File: src/rtl/delivery_pattern_sequencer_pkg.sv
// Delivery game shared types and widths.
// Used by the sequencer, the game FSM and the ROM wrapper.
package delivery_pattern_sequencer_pkg;

  localparam int ROM_ADDR_W = 4;
  localparam int PATTERN_W  = 4;

  localparam logic [2:0] ST_IDLE    = 3'd0;
  localparam logic [2:0] ST_ISSUE   = 3'd1;
  localparam logic [2:0] ST_CAPTURE = 3'd2;
  localparam logic [2:0] ST_PRESENT = 3'd3;
  localparam logic [2:0] ST_FINISH  = 3'd4;

  typedef enum logic [2:0] {
    IDLE    = ST_IDLE,
    ISSUE   = ST_ISSUE,
    CAPTURE = ST_CAPTURE,
    PRESENT = ST_PRESENT,
    FINISH  = ST_FINISH
  } state_t;

endpackage

File: src/rtl/delivery_pattern_sequencer_if.sv
// Sequencer <-> game / pattern ROM signal bundle.
// master is the sequencer side, slave the game/ROM side.
interface delivery_pattern_sequencer_if;
  import delivery_pattern_sequencer_pkg::*;

  logic                  start;
  logic                  next;
  logic [ROM_ADDR_W-1:0] rom_address;
  logic [PATTERN_W-1:0]  rom_data;
  logic [PATTERN_W-1:0]  pattern;
  logic                  pattern_valid;
  logic [ROM_ADDR_W-1:0] index;
  logic                  last;
  logic                  done;

  modport master (
    input  start, next, rom_data,
    output rom_address, pattern, pattern_valid,
    output index, last, done
  );

  modport slave (
    output start, next, rom_data,
    input  rom_address, pattern, pattern_valid,
    input  index, last, done
  );

endinterface

File: src/rtl/delivery_pattern_sequencer.sv
// Walks the pattern ROM one entry per game round.
// Each step: ISSUE address, CAPTURE data, PRESENT until next.
module delivery_pattern_sequencer
  import delivery_pattern_sequencer_pkg::*;
#(
  parameter int SEQ_LEN    = 16,
  parameter int START_ADDR = 0
) (
  input logic clock,
  input logic reset,
  delivery_pattern_sequencer_if.master bus
);

  localparam logic [ROM_ADDR_W-1:0] LAST_IDX =
    ROM_ADDR_W'(SEQ_LEN - 1);
  localparam logic [ROM_ADDR_W-1:0] FIRST =
    ROM_ADDR_W'(START_ADDR);
  localparam logic [ROM_ADDR_W-1:0] ONE =
    ROM_ADDR_W'(1);

  state_t                state;
  state_t                state_nx;
  logic [ROM_ADDR_W-1:0] addr_q;
  logic [ROM_ADDR_W-1:0] idx_q;
  logic [PATTERN_W-1:0]  pat_q;
  logic                  vld_q;
  logic                  done_q;
  logic                  at_end;

  assign at_end = (idx_q == LAST_IDX);

  assign bus.rom_address   = addr_q;
  assign bus.pattern       = pat_q;
  assign bus.pattern_valid = vld_q;
  assign bus.index         = idx_q;
  assign bus.done          = done_q;
  assign bus.last          = vld_q && at_end;

  // State register
  always_ff @(posedge clock) begin
    if (reset) state <= IDLE;
    else       state <= state_nx;
  end

  // Next-state decode
  always_comb begin
    state_nx = state;
    unique case (state)
      IDLE:    if (bus.start) state_nx = ISSUE;
      ISSUE:   state_nx = CAPTURE;
      CAPTURE: state_nx = PRESENT;
      PRESENT: begin
        if (bus.next)
          state_nx = at_end ? FINISH : ISSUE;
      end
      FINISH:  state_nx = IDLE;
      default: state_nx = IDLE;
    endcase
  end

  // Address, round index, pattern and done registers
  always_ff @(posedge clock) begin
    if (reset) begin
      addr_q <= '0;
      idx_q  <= '0;
      pat_q  <= '0;
      vld_q  <= 1'b0;
      done_q <= 1'b0;
    end else begin
      done_q <= 1'b0;
      unique case (state)
        IDLE: begin
          if (bus.start) begin
            addr_q <= FIRST;
            idx_q  <= '0;
          end
        end
        CAPTURE: begin
          pat_q <= bus.rom_data;
          vld_q <= 1'b1;
        end
        PRESENT: begin
          if (bus.next) begin
            vld_q <= 1'b0;
            if (at_end) begin
              done_q <= 1'b1;
            end else begin
              idx_q  <= idx_q + ONE;
              addr_q <= addr_q + ONE;
            end
          end
        end
        default: ;
      endcase
    end
  end

endmodule

File: src/flat_wrapper.sv
// flat-port wrapper written by rule: the top's interface ports become plain ports
module delivery_pattern_sequencer_flat import delivery_pattern_sequencer_pkg::*;
#(
  parameter int SEQ_LEN    = 16,
  parameter int START_ADDR = 0
)
  (clock, reset, bus_start, bus_next, bus_rom_data, bus_rom_address, bus_pattern, bus_pattern_valid, bus_index, bus_last, bus_done);
  delivery_pattern_sequencer_if bus_i ();
  input logic clock;
  input logic reset;
  input wire logic [$bits(bus_i.start)-1:0] bus_start;
  input wire logic [$bits(bus_i.next)-1:0] bus_next;
  input wire logic [$bits(bus_i.rom_data)-1:0] bus_rom_data;
  output wire logic [$bits(bus_i.rom_address)-1:0] bus_rom_address;
  output wire logic [$bits(bus_i.pattern)-1:0] bus_pattern;
  output wire logic [$bits(bus_i.pattern_valid)-1:0] bus_pattern_valid;
  output wire logic [$bits(bus_i.index)-1:0] bus_index;
  output wire logic [$bits(bus_i.last)-1:0] bus_last;
  output wire logic [$bits(bus_i.done)-1:0] bus_done;
  assign bus_i.start = bus_start;
  assign bus_i.next = bus_next;
  assign bus_i.rom_data = bus_rom_data;
  assign bus_rom_address = bus_i.rom_address;
  assign bus_pattern = bus_i.pattern;
  assign bus_pattern_valid = bus_i.pattern_valid;
  assign bus_index = bus_i.index;
  assign bus_last = bus_i.last;
  assign bus_done = bus_i.done;
  delivery_pattern_sequencer #(.SEQ_LEN(SEQ_LEN), .START_ADDR(START_ADDR)) u_core (.clock(clock), .reset(reset), .bus(bus_i));
endmodule
File: config.mk
export PLATFORM = sky130hd
export DESIGN_NAME = delivery_pattern_sequencer_flat
export DESIGN_NICKNAME = d
export VERILOG_FILES = /design/src/rtl/delivery_pattern_sequencer_pkg.sv /design/src/rtl/delivery_pattern_sequencer_if.sv /design/src/rtl/delivery_pattern_sequencer.sv /design/src/flat_wrapper.sv
export SDC_FILE = /design/constraint.sdc
export NUM_CORES = 1
export LEC_CHECK = 0
export CAP_MARGIN = 20
export CORE_MARGIN = 5
export CORE_UTILIZATION = 58
export CTS_CLUSTER_DIAMETER = 200
export DETAILED_ROUTE_END_ITERATION = 7
export DONT_BUFFER_PORTS = 1
export PLACE_DENSITY = 0.73
export SETUP_SLACK_MARGIN = 0.2
export SYNTH_ARGS = -nofsm -noshare
export SYNTH_HDL_FRONTEND = slang
export SYNTH_SLANG_ARGS = --single-unit
File: constraint.sdc
create_clock -name clock -period 2 [get_ports clock]
set_clock_uncertainty 0.1 [all_clocks]
set_input_delay 0.4 -clock clock [delete_from_list [all_inputs] [get_ports clock]]
set_output_delay 0.4 -clock clock [all_outputs]
set_load 0.005 [all_outputs]
=== Yosys cells after proc, flatten, opt, wreduce, memory -nomap -nowiden ===
Index checks and enable logic that the tools add are counted.

* Reductions and logical operators: 8
* Equality and inequality tests: 7
* Bitwise operators: 2
* Add/subtract/negate cells: 2
* Muxes and demuxes: 14

{| class="wikitable"
|+ Operators with widths
! cell !! count
|-
| $mux 4 || 5
|-
| $pmux 4 s2 || 2
|-
| $pmux 3 s4 || 1
|-
| $mux 3 || 3
|-
| $add 4x1->4 const B || 2
|-
| $eq 3x2->1 const B || 2
|-
| $ne 2x2->1 const B || 3
|-
| $eq 4x4->1 const B || 1
|-
| $reduce_and 2->1 || 2
|-
| $reduce_and 4->1 || 1
|-
| $reduce_bool 2->1 || 2
|-
| $eq 3x1->1 const B || 1
|-
| $logic_not 3->1 || 1
|-
| $reduce_or 3->1 || 1
|-
| $mux 1 || 2
|-
| $not 1->1 || 2
|-
| $pmux 1 s2 || 1
|-
| $logic_and 1x1->1 || 1
|}

* Register bits after elaboration: 17
* Output and inout port bits: 15

=== Logic depth before layout (Yosys ltp) ===
Gate-level depths: netlist of the first run.

* Depth in word-level cells: 4
* Gate-level depth with buffers: 4

=== Least setup slack after synthesis of the first run ===
OpenSTA, ideal clock, no wires.

* Path type: register to register
* From: register u_core.idx_q[0], in the netlist u_core.bus.index[0]
* To: register u_core.idx_q[3], in the netlist u_core.bus.index[3]
* Buffers on the path: 0
* Slack: 0.550 ns
* Stages on the path, launching flop included: 5
* Data required time: 1.778 ns
* Arrival: 1.228 ns
* Path through: dfxtp_1 > ha_1 > nand3_1 > and3_1 > a221o_1

* Longest elaborated chain between the ends: 4

{| class="wikitable"
|+ Ends and longest elaborated chain
! element !! RTL line !! text
|-
| start, declared || delivery_pattern_sequencer.sv:24 || <nowiki>logic [ROM_ADDR_W-1:0] idx_q;</nowiki>
|-
| start signal, assigned || delivery_pattern_sequencer.sv:88 || <nowiki>idx_q <= idx_q + ONE;</nowiki>
|-
| $add 4x1->4 || delivery_pattern_sequencer.sv:88 ||
|-
| $mux 4 || delivery_pattern_sequencer.sv:85 || <nowiki>if (at_end) begin</nowiki>
|-
| $mux 4 || delivery_pattern_sequencer.sv:83 || <nowiki>if (bus.next) begin</nowiki>
|-
| $pmux 4 s2 || delivery_pattern_sequencer.sv:71 || <nowiki>unique case (state)</nowiki>
|}

Parallel ways exist; a longest one is shown, timed or not. The select of a mux whose other input is x is not followed.
A chain may end at the register's enable or synchronous reset.

=== Worst setup path after layout of the first run ===
* From: register u_core.idx_q[0], in the netlist u_core.bus.index[0]
* To: output bus_last

* Longest elaborated chain between the ends: 2

{| class="wikitable"
|+ Ends and longest elaborated chain
! element !! RTL line !! text
|-
| $eq 4x4->1 || delivery_pattern_sequencer.sv:30 || <nowiki>assign at_end = (idx_q == LAST_IDX);</nowiki>
|-
| $logic_and 1x1->1 || delivery_pattern_sequencer.sv:37 || <nowiki>assign bus.last = vld_q && at_end;</nowiki>
|-
| end, declared || flat_wrapper.sv:18 || <nowiki>output wire logic [$bits(bus_i.last)-1:0] bus_last;</nowiki>
|}

Every way passes these cells.

==> out/qor.json, run 1 <==
{
  "status": {
    "outcome": "finished clean"
  },
  "floorplan": {
    "die-width_um": 46.4,
    "core_region_area_um2": 1280,
    "row_count": 13,
    "die-area_um2": 2160,
    "die-height_um": 46.4,
    "initial_utilization_pct": 59.9,
    "top_level_pins": 23
  },
  "logic_synthesis": {
    "number_of_distinct_standard_cells_referenced_by_the_synthesized_netlist": 34,
    "synth_async_sr_flop_share_pct": 0,
    "avgSynthCellArea_um2": 10.5,
    "post_synth_most_frequent_cells": "sky130_fd_sc_hd__dfxtp_1, sky130_fd_sc_hd__nor2_1, sky130_fd_sc_hd__and3_1, sky130_fd_sc_hd__mux2i_1, sky130_fd_sc_hd__nand3_1",
    "cell_type_with_the_largest_total_area_after_synthesis": "sky130_fd_sc_hd__dfxtp_1",
    "synth_warnings": 0,
    "synthCells": 73,
    "yosysTopAreaCellShare_pct": 44.2,
    "synth_ff_type": "sky130_fd_sc_hd__dfxtp_1",
    "synthesis.area_um2": 769,
    "number_of_enable_flip_flop_cells_after_synthesis": 0,
    "yosysSeqAreaShare_pct": 44.2,
    "synthTopCellsByArea": "sky130_fd_sc_hd__dfxtp_1, sky130_fd_sc_hd__mux2i_1, sky130_fd_sc_hd__nor2_1",
    "post_synthesis_register_bit_count": 17,
    "synth_fp_nets": 83,
    "synthMostInstantiatedCell": "sky130_fd_sc_hd__dfxtp_1"
  },
  "sta": {
    "max_clock_freq_mhz": 584,
    "setup_viol": 0,
    "postLayoutSetupSlackWorst_ps": 286,
    "tns_ps": 0,
    "grt_setup_unrepaired": "no",
    "max-slew-margin-rel_pct": 68.7,
    "final.period_utilization_pct": 85.7,
    "final_max_slew_viol_count": 0,
    "hold_viol_final": 0,
    "finalHoldWorstSlack_ps": 74.7,
    "final.min_clock_period_ps": 1710,
    "worstMarginPinSlew_ps": 468
  },
  "pwr": {
    "worst_case_vdd_ir_drop_mv": 0.422,
    "cellLeakagePower_nw": 0.307,
    "power.density_nw_per_um2": 718
  },
  "global_routing": {
    "globalRoute.totalOverflow": 0,
    "grt_start_max_net_pins": 12,
    "number_of_global_route_vias_before_repair": 535,
    "antenna_found_initial": 0,
    "first_pass_grt_wire_length_um": 2280,
    "global_route.usage.total_pct": 15.1
  },
  "worst_setup_path": {
    "crit_type": "flip-flop to output port",
    "startpoint_class_of_the_critical_path": "flip-flop",
    "worstReg2RegStart": "u_core.bus.index[1]$_SDFFE_PP0P_",
    "critical_path.reg2reg.endpoint": "u_core.bus.index[3]$_SDFFE_PP0P_",
    "reg_to_reg_slack_setup_ps": 460,
    "critical_path_peak_fanout": 4,
    "crit_path_cell_trace": "ha_2, and3_1, and2_1",
    "endpoint_kind": "output port",
    "reg2reg_depth": 4,
    "critical_path.top_delay_family": "flip-flops",
    "slowest_delay_ps": 370,
    "required_ps": 1500,
    "worstPathArrival_ps": 1210,
    "crit_buf_inv": 0,
    "cp_slowest_cell": "sky130_fd_sc_hd__dfxtp_4"
  },
  "worst_hold_path": {
    "worstHoldEndpoint": "u_core.bus.pattern[3]$_SDFFE_PP0P_",
    "min_delay_path_depth": 1,
    "hold_path_startpoint": "reset",
    "class_of_the_tightest_hold_or_removal_check": "primary input to flip-flop"
  },
  "routing": {
    "num_vias": 574,
    "drt-total-wl_um": 1360,
    "drt_first_pass_iters": 4,
    "drc_errors": 0,
    "initial_drt_markers": 7,
    "drt-vias-per-instance": 6.38,
    "postRouteAntennaNets": 0,
    "route.detailed.wl_per_inst_um": 15.1
  },
  "finish": {
    "num-fill-cells": 123,
    "antenna_cells": 0,
    "post_route_cells_drive_above_1_share_pct": 24.0,
    "area.growth.synth_to_final_pct": 4.88,
    "nets": 86
  },
  "clock_tree": {
    "clock_transition_at_the_register_clock_pins_on_the_worst_setup_and_hold_paths_after_cts_ps": 90,
    "insertion_delay_ps": 280,
    "cts-buffers-inserted": 3,
    "tritoncts": "built",
    "cts_hold_buf": 0,
    "clock_tree_buf_depth": 2,
    "clock_sinks": 17,
    "clock_tree.htree_level_count": 1,
    "cts_root_buf": "sky130_fd_sc_hd__clkbuf_4"
  },
  "placement": {
    "gp_routability_congestion": 0.761,
    "detailedPlace.worstSlack_ps": 411,
    "placement.io_buffers": 0,
    "place_hpwl_um": 1000
  },
  "run": {
    "cap_viol_max_count": 0
  }
}
[report_power, final]
group | switching (mW) | internal (mW) | total, mW
Clock | 0.100 | 0.0741 | 0.174
Sequential | 0.0133 | 0.348 | 0.362
Combinational | 0.0206 | 0.0230 | 0.0436
[routing by layer]
metal / wire [µm] / vias to the layer above / track usage (%)
met5: 0 / - / 0
met4: 21 / 0 / 8.52
met3: 109 / 4 / 5.86
met2: 630 / 17 / 21.4
met1: 602 / 273 / 19.3
li1: - / 280 / -
[timing repair]
item | CTS | global route
resized for setup | 0 | 4
endpoints found under the hold margin | 0 | 0
setup buffers | 0 | 0
endpoints found under the setup margin | 0 | 1
[cells by family (layout without fill, tap and decap cells)]
| group | count (synthesis) | count (layout) | share of synthesized area [%] |
|---|---|---|---|
| fa+ha+maj | 2 | 2 | 3.25 |
| flops | 17 | 17 | 44.2 |
| buf+inv | 4 | 6 | 3.09 |
| mux | 6 | 6 | 8.13 |
| simple gates | 31 | 31 | 26.7 |
| compound gates | 13 | 13 | 14.6 |
[state kept, by name, indices dropped and copies added (netlist names)]
| signal | flops |
|---|---|
| u_core.bus.done | 1 |
| u_core.state | 3 |
| u_core.bus.rom_address | 4 |
| u_core.bus.pattern_valid | 1 |
| u_core.bus.pattern | 4 |
| u_core.bus.index | 4 |
[cell usage in the layout (no fill, tap or decap), types with 2 or more instances in the layout]
master / instances
sky130_fd_sc_hd__dfxtp_1: 15
sky130_fd_sc_hd__nor2_1: 7
sky130_fd_sc_hd__and3_1: 4
sky130_fd_sc_hd__nand3_1: 4
sky130_fd_sc_hd__mux2i_1: 4
sky130_fd_sc_hd__clkbuf_4: 3
sky130_fd_sc_hd__nand2b_1: 2
sky130_fd_sc_hd__inv_1: 2
sky130_fd_sc_hd__nand4_1: 2
sky130_fd_sc_hd__o211ai_1: 2
sky130_fd_sc_hd__nand3b_1: 2
sky130_fd_sc_hd__a22o_2: 2
sky130_fd_sc_hd__mux2_2: 2
[cell type report]
class	instances	area [µm²]	share of cell area, %
clock inverters	1	5.00	0.620
well taps	15	18.8	2.33
flip-flops and latches	17	345	42.8
inverters	2	7.51	0.930
multi-input cells	52	408	50.5
clock buffers	3	22.5	2.79
[worst max path at each step]
| stage | slack [ps] | from | end | cells past startpoint |
|---|---|---|---|---|
| after global placement | 440 | u_core.bus.index[0]$_SDFFE_PP0P_ | u_core.bus.index[3]$_SDFFE_PP0P_ | 4 |
| after detailed placement | 410 | u_core.bus.index[0]$_SDFFE_PP0P_ | u_core.bus.index[3]$_SDFFE_PP0P_ | 4 |
| final | 290 | u_core.bus.index[0]$_SDFFE_PP0P_ | bus_last | 3 |
| after global routing | 210 | u_core.bus.index[1]$_SDFFE_PP0P_ | bus_last | 3 |
| after CTS | 220 | u_core.bus.index[0]$_SDFFE_PP0P_ | bus_last | 3 |
| after floorplan | 550 | u_core.bus.index[0]$_SDFFE_PP0P_ | u_core.bus.index[3]$_SDFFE_PP0P_ | 4 |
[per-stage QoR]
| step | std cells | instance area, µm² | util (%) | total power [mW] |
|---|---|---|---|---|
| floorplan | 73 | 769 | - | 0.409 |
| global placement | 86 | 772 | 60.1 | 0.414 |
| detailed placement | 86 | 772 | 60.1 | 0.415 |
| CTS | 90 | 800 | 62.2 | 0.590 |
| global route | 90 | 807 | 62.8 | 0.615 |
| finish | 90 | 807 | 62.8 | 0.580 |
(Power assumes the default switching activity.)
==> inputs of run 2 (changes only) <==
- GPL_TIMING_DRIVEN: unset -> 0
==> out/qor.json, run 2 (synthesized netlist as in run 1, its figures left out) <==
{
  "sta": {
    "final_max_slew_viol_count": 0,
    "max-slew-margin-rel_pct": 68.4,
    "hold_viol_final": 0,
    "finalHoldWorstSlack_ps": 150,
    "setup_viol": 0,
    "tns_ps": 0,
    "final.period_utilization_pct": 85.8,
    "max_clock_freq_mhz": 583,
    "worstMarginPinSlew_ps": 472,
    "grt_setup_unrepaired": "no",
    "final.min_clock_period_ps": 1720
  },
  "pwr": {
    "power.density_nw_per_um2": 724,
    "worst_case_vdd_ir_drop_mv": 0.501,
    "post-layout-total-power_uw": 593,
    "cellLeakagePower_nw": 0.314
  },
  "floorplan": {
    "die-height_um": 46.4,
    "die-width_um": 46.4,
    "row_count": 13,
    "top_level_pins": 23,
    "die-area_um2": 2160,
    "core_region_area_um2": 1280,
    "initial_utilization_pct": 59.9
  },
  "global_routing": {
    "grt_start_max_net_pins": 11,
    "number_of_global_route_vias_before_repair": 533,
    "globalRoute.totalOverflow": 0,
    "antenna_found_initial": 0,
    "global_route.usage.total_pct": 15.4,
    "first_pass_grt_wire_length_um": 2400
  },
  "routing": {
    "drc_errors": 0,
    "route.detailed.wl_per_inst_um": 16.6,
    "num_vias": 590,
    "postRouteAntennaNets": 0,
    "drt-total-wl_um": 1530,
    "drt_first_pass_iters": 4,
    "initial_drt_markers": 9,
    "drt-vias-per-instance": 6.41
  },
  "worst_hold_path": {
    "class_of_the_tightest_hold_or_removal_check": "primary input to flip-flop",
    "min_delay_path_depth": 1
  },
  "finish": {
    "layout.cells.most_common_list": "sky130_fd_sc_hd__dfxtp_1, sky130_fd_sc_hd__nor2_1, sky130_fd_sc_hd__and3_1, sky130_fd_sc_hd__nand3_1, sky130_fd_sc_hd__mux2i_1",
    "antenna_cells": 0,
    "final_cells": 92,
    "mostFrequentLayoutCell": "sky130_fd_sc_hd__dfxtp_1",
    "nets": 88,
    "area.growth.synth_to_final_pct": 6.50,
    "post_route_cells_drive_above_1_share_pct": 24.7,
    "design_area_um2": 820
  },
  "clock_tree": {
    "insertion_delay_ps": 290,
    "clock_tree.htree_level_count": 1,
    "clock_tree_buf_depth": 2,
    "clock_transition_at_the_register_clock_pins_on_the_worst_setup_and_hold_paths_after_cts_ps": 100,
    "cts-buffers-inserted": 3,
    "tritoncts": "built",
    "cts_hold_buf": 0,
    "clock_sinks": 17,
    "cts_root_buf": "sky130_fd_sc_hd__clkbuf_4"
  },
  "worst_setup_path": {
    "reg2reg_depth": 4,
    "required_ps": 1500,
    "startpoint_class_of_the_critical_path": "flip-flop",
    "critical_path_peak_fanout": 4,
    "crit_type": "flip-flop to output port",
    "worstPathArrival_ps": 1220,
    "endpoint_kind": "output port"
  },
  "placement": {
    "gp_routability_congestion": 0.779,
    "placement.io_buffers": 0,
    "dpl_cell_area_um2": 788,
    "post-place-cells": 88,
    "place_hpwl_um": 1100
  },
  "run": {
    "cap_viol_max_count": 0
  },
  "status": {
    "outcome": "finished clean"
  }
}
run 2: stage by stage:
step	utilization [%]	worst slack, ps
2_1_floorplan	-	550
3_3_place_gp	61.3	395
3_5_place_dp	61.3	374
4_1_cts	63.4	212
5_1_grt	63.8	225
6_report	63.8	283
run 2: path summary, 6_finish.rpt:
| check | slack (ps) | from | endpoint |
|---|---|---|---|
| max reg2reg | 410 | u_core.bus.index[0]$_SDFFE_PP0P_ | u_core.bus.index[0]$_SDFFE_PP0P_ |
| min | 150 | bus_next | u_core.bus.done$_SDFF_PP0_ |
| max | 280 | u_core.bus.index[0]$_SDFFE_PP0P_ | bus_last |
| min reg2reg | 430 | u_core.bus.pattern[2]$_SDFFE_PP0P_ | u_core.bus.pattern[2]$_SDFFE_PP0P_ |
run 2: area by class of cell:
cell class | instances | area [µm²]
multi-input combinational | 52 | 408
tap | 15 | 18.8
buffer | 2 | 16.3
inverter | 2 | 7.51
sequential | 17 | 343
fill | 126 | 465
clock buffer | 4 | 26.3
run 2: per-layer routing:
layer	up-vias	wire (µm)	global-route usage, %
met3	4	110	4.69
li1	288	-	-
met2	17	710	23.9
met1	281	695	20.1
met4	0	15	5.11
met5	-	0	0
run 2: critical path, stage by stage (launching register included):
cell and delay, ps:
sky130_fd_sc_hd__dfxtp_2 360, sky130_fd_sc_hd__ha_2 200, sky130_fd_sc_hd__and3_1 200, sky130_fd_sc_hd__and2_1 170
run 2: power breakdown:
part | total, mW | switching, mW | internal, mW | leakage [nW]
clock | 0.182 | 0.104 | 0.0775 | 0.0150
sequential | 0.364 | 0.0141 | 0.349 | 0.139
combinational | 0.0481 | 0.0245 | 0.0236 | 0.160
run 2: repair_timing:
action,in CTS,in global routing
gates resized for setup,0,3
buffers inserted,0,0
endpoints found under the setup margin,0,1
==> inputs of run 3 (changes only) <==
- CELL_PAD_IN_SITES_DETAIL_PLACEMENT: unset -> 0
- CELL_PAD_IN_SITES_GLOBAL_PLACEMENT: unset -> 2
- CORE_UTILIZATION: 58 -> 36
==> out/qor.json, run 3 (synthesized netlist as in run 1, its figures left out) <==
{
  "status": {
    "outcome": "finished clean"
  },
  "worst_setup_path": {
    "worstPathArrival_ps": 1210,
    "critical_path.reg2reg.endpoint": "u_core.bus.index[0]$_SDFFE_PP0P_",
    "critPathCapture": "bus_last",
    "critical_path_peak_fanout": 4,
    "endpoint_kind": "output port",
    "reg2reg_depth": 4,
    "crit_type": "flip-flop to output port",
    "reg_to_reg_slack_setup_ps": 410,
    "cp-startpoint": "u_core.bus.index[0]$_SDFFE_PP0P_",
    "worstReg2RegStart": "u_core.bus.index[1]$_SDFFE_PP0P_",
    "required_ps": 1500,
    "startpoint_class_of_the_critical_path": "flip-flop"
  },
  "clock_tree": {
    "cts_setup_buffers": 0,
    "clock_transition_at_the_register_clock_pins_on_the_worst_setup_and_hold_paths_after_cts_ps": 100,
    "tritoncts": "built",
    "clock_tree_buf_depth": 2,
    "cts-buffers-inserted": 3,
    "cts_root_buf": "sky130_fd_sc_hd__clkbuf_4",
    "clock_tree.htree_level_count": 1,
    "clock_sinks": 17,
    "insertion_delay_ps": 290
  },
  "sta": {
    "max-slew-margin-rel_pct": 67.4,
    "final_max_slew_viol_count": 0,
    "setup_viol": 0,
    "hold_viol_final": 0,
    "tns_ps": 0,
    "finalHoldWorstSlack_ps": 145,
    "grt_setup_unrepaired": "no",
    "max_clock_freq_mhz": 585,
    "final.period_utilization_pct": 85.5,
    "final.min_clock_period_ps": 1710,
    "worstMarginPinSlew_ps": 486
  },
  "placement": {
    "post-place-cells": 100,
    "gp_routability_congestion": 0.654,
    "place_hpwl_um": 1120,
    "placement.io_buffers": 0
  },
  "global_routing": {
    "number_of_global_route_vias_before_repair": 544,
    "antenna_found_initial": 0,
    "first_pass_grt_wire_length_um": 2420,
    "grt_start_max_net_pins": 11,
    "global_route.usage.total_pct": 9.80,
    "globalRoute.totalOverflow": 0
  },
  "finish": {
    "nets": 88,
    "final_cells": 104,
    "mostFrequentLayoutCell": "sky130_fd_sc_hd__dfxtp_1",
    "antenna_cells": 0,
    "layout.cells.most_common_list": "sky130_fd_sc_hd__dfxtp_1, sky130_fd_sc_hd__nor2_1, sky130_fd_sc_hd__nand3_1, sky130_fd_sc_hd__mux2i_1",
    "area.growth.synth_to_final_pct": 9.59,
    "post_route_cells_drive_above_1_share_pct": 27.3
  },
  "pwr": {
    "power.density_nw_per_um2": 704,
    "post-layout-total-power_uw": 594,
    "cellLeakagePower_nw": 0.315,
    "worst_case_vdd_ir_drop_mv": 0.339
  },
  "routing": {
    "num_vias": 577,
    "postRouteAntennaNets": 0,
    "drt_first_pass_iters": 4,
    "initial_drt_markers": 4,
    "drc_errors": 0,
    "drt-total-wl_um": 1500,
    "drt-vias-per-instance": 5.55,
    "route.detailed.wl_per_inst_um": 14.4
  },
  "worst_hold_path": {
    "class_of_the_tightest_hold_or_removal_check": "primary input to flip-flop"
  },
  "floorplan": {
    "die-width_um": 56.2,
    "core_region_area_um2": 2000,
    "top_level_pins": 23,
    "die-height_um": 56.2,
    "initial_utilization_pct": 38.4,
    "row_count": 16,
    "die-area_um2": 3160
  },
  "run": {
    "cap_viol_max_count": 0
  }
}
==> run 3: changes by cell type in the layout (fill, tap and decap cells not counted), sizes merged <==
cell	before	now
clkbuf	4	3
clkinv	0	1
==> run 3: area by class of cell <==
class,instances,area [µm²]
clock inverter,1,5.00
inverter,2,7.51
clock buffer,3,22.5
sequential,17,345
tap,27,33.8
buffer,2,16.3
multi-input combinational,52,413
fill,210,1160
==> run 3: what timing repair did <==
item                                    in CTS  in global routing
pin swaps                                    0                  0
resized for setup                            3                  2
endpoints found under the setup margin       1                  1
hold buffers                                 0                  0
==> run 3: routing by layer <==
layer	share of wire, %	up-vias	GRT usage [%]
met1	46	272	11.9
met5	0	-	0
met2	46	16	14.9
li1	-	287	-
met3	6.5	2	3.71
met4	1.3	0	5.08
==> run 3: stage by stage <==
step / util, % / cell area (µm²) / worst slack (ps)
after floorplan: - / 769 / 550
after global placement: 40.1 / 803 / 365
after detailed placement: 40.1 / 803 / 345
after CTS: 41.8 / 836 / 241
after global routing: 42.1 / 843 / 205
final: 42.1 / 843 / 290
==> run 3: how the worst min path moves through the flow <==
| stage | end | slack [ps] | cells after the start | from |
|---|---|---|---|---|
| floorplan | u_core.bus.rom_address[2]$_SDFFE_PP0P_ | 370 | 1 | u_core.bus.rom_address[2]$_SDFFE_PP0P_ |
| global placement | u_core.bus.pattern[3]$_SDFFE_PP0P_ | 410 | 2 | u_core.bus.pattern[3]$_SDFFE_PP0P_ |
| detailed placement | u_core.bus.rom_address[2]$_SDFFE_PP0P_ | 420 | 1 | u_core.bus.rom_address[2]$_SDFFE_PP0P_ |
| CTS | u_core.bus.done$_SDFF_PP0_ | 130 | 1 | bus_next |
| global route | u_core.bus.done$_SDFF_PP0_ | 120 | 1 | bus_next |
| finish | u_core.bus.done$_SDFF_PP0_ | 150 | 1 | bus_next |
==> run 3: worst max-delay path: stages (launching register included) <==
cell,delay [ps]
sky130_fd_sc_hd__dfxtp_4,370
sky130_fd_sc_hd__ha_2,210
sky130_fd_sc_hd__and3_4,180
sky130_fd_sc_hd__and2_1,160
==> run 3: report_power, final <==
part | switching [mW] | leakage (nW) | internal [mW]
Clock | 0.110 | 0.0177 | 0.0744
Sequential | 0.0134 | 0.139 | 0.348
Combinational | 0.0239 | 0.158 | 0.0236
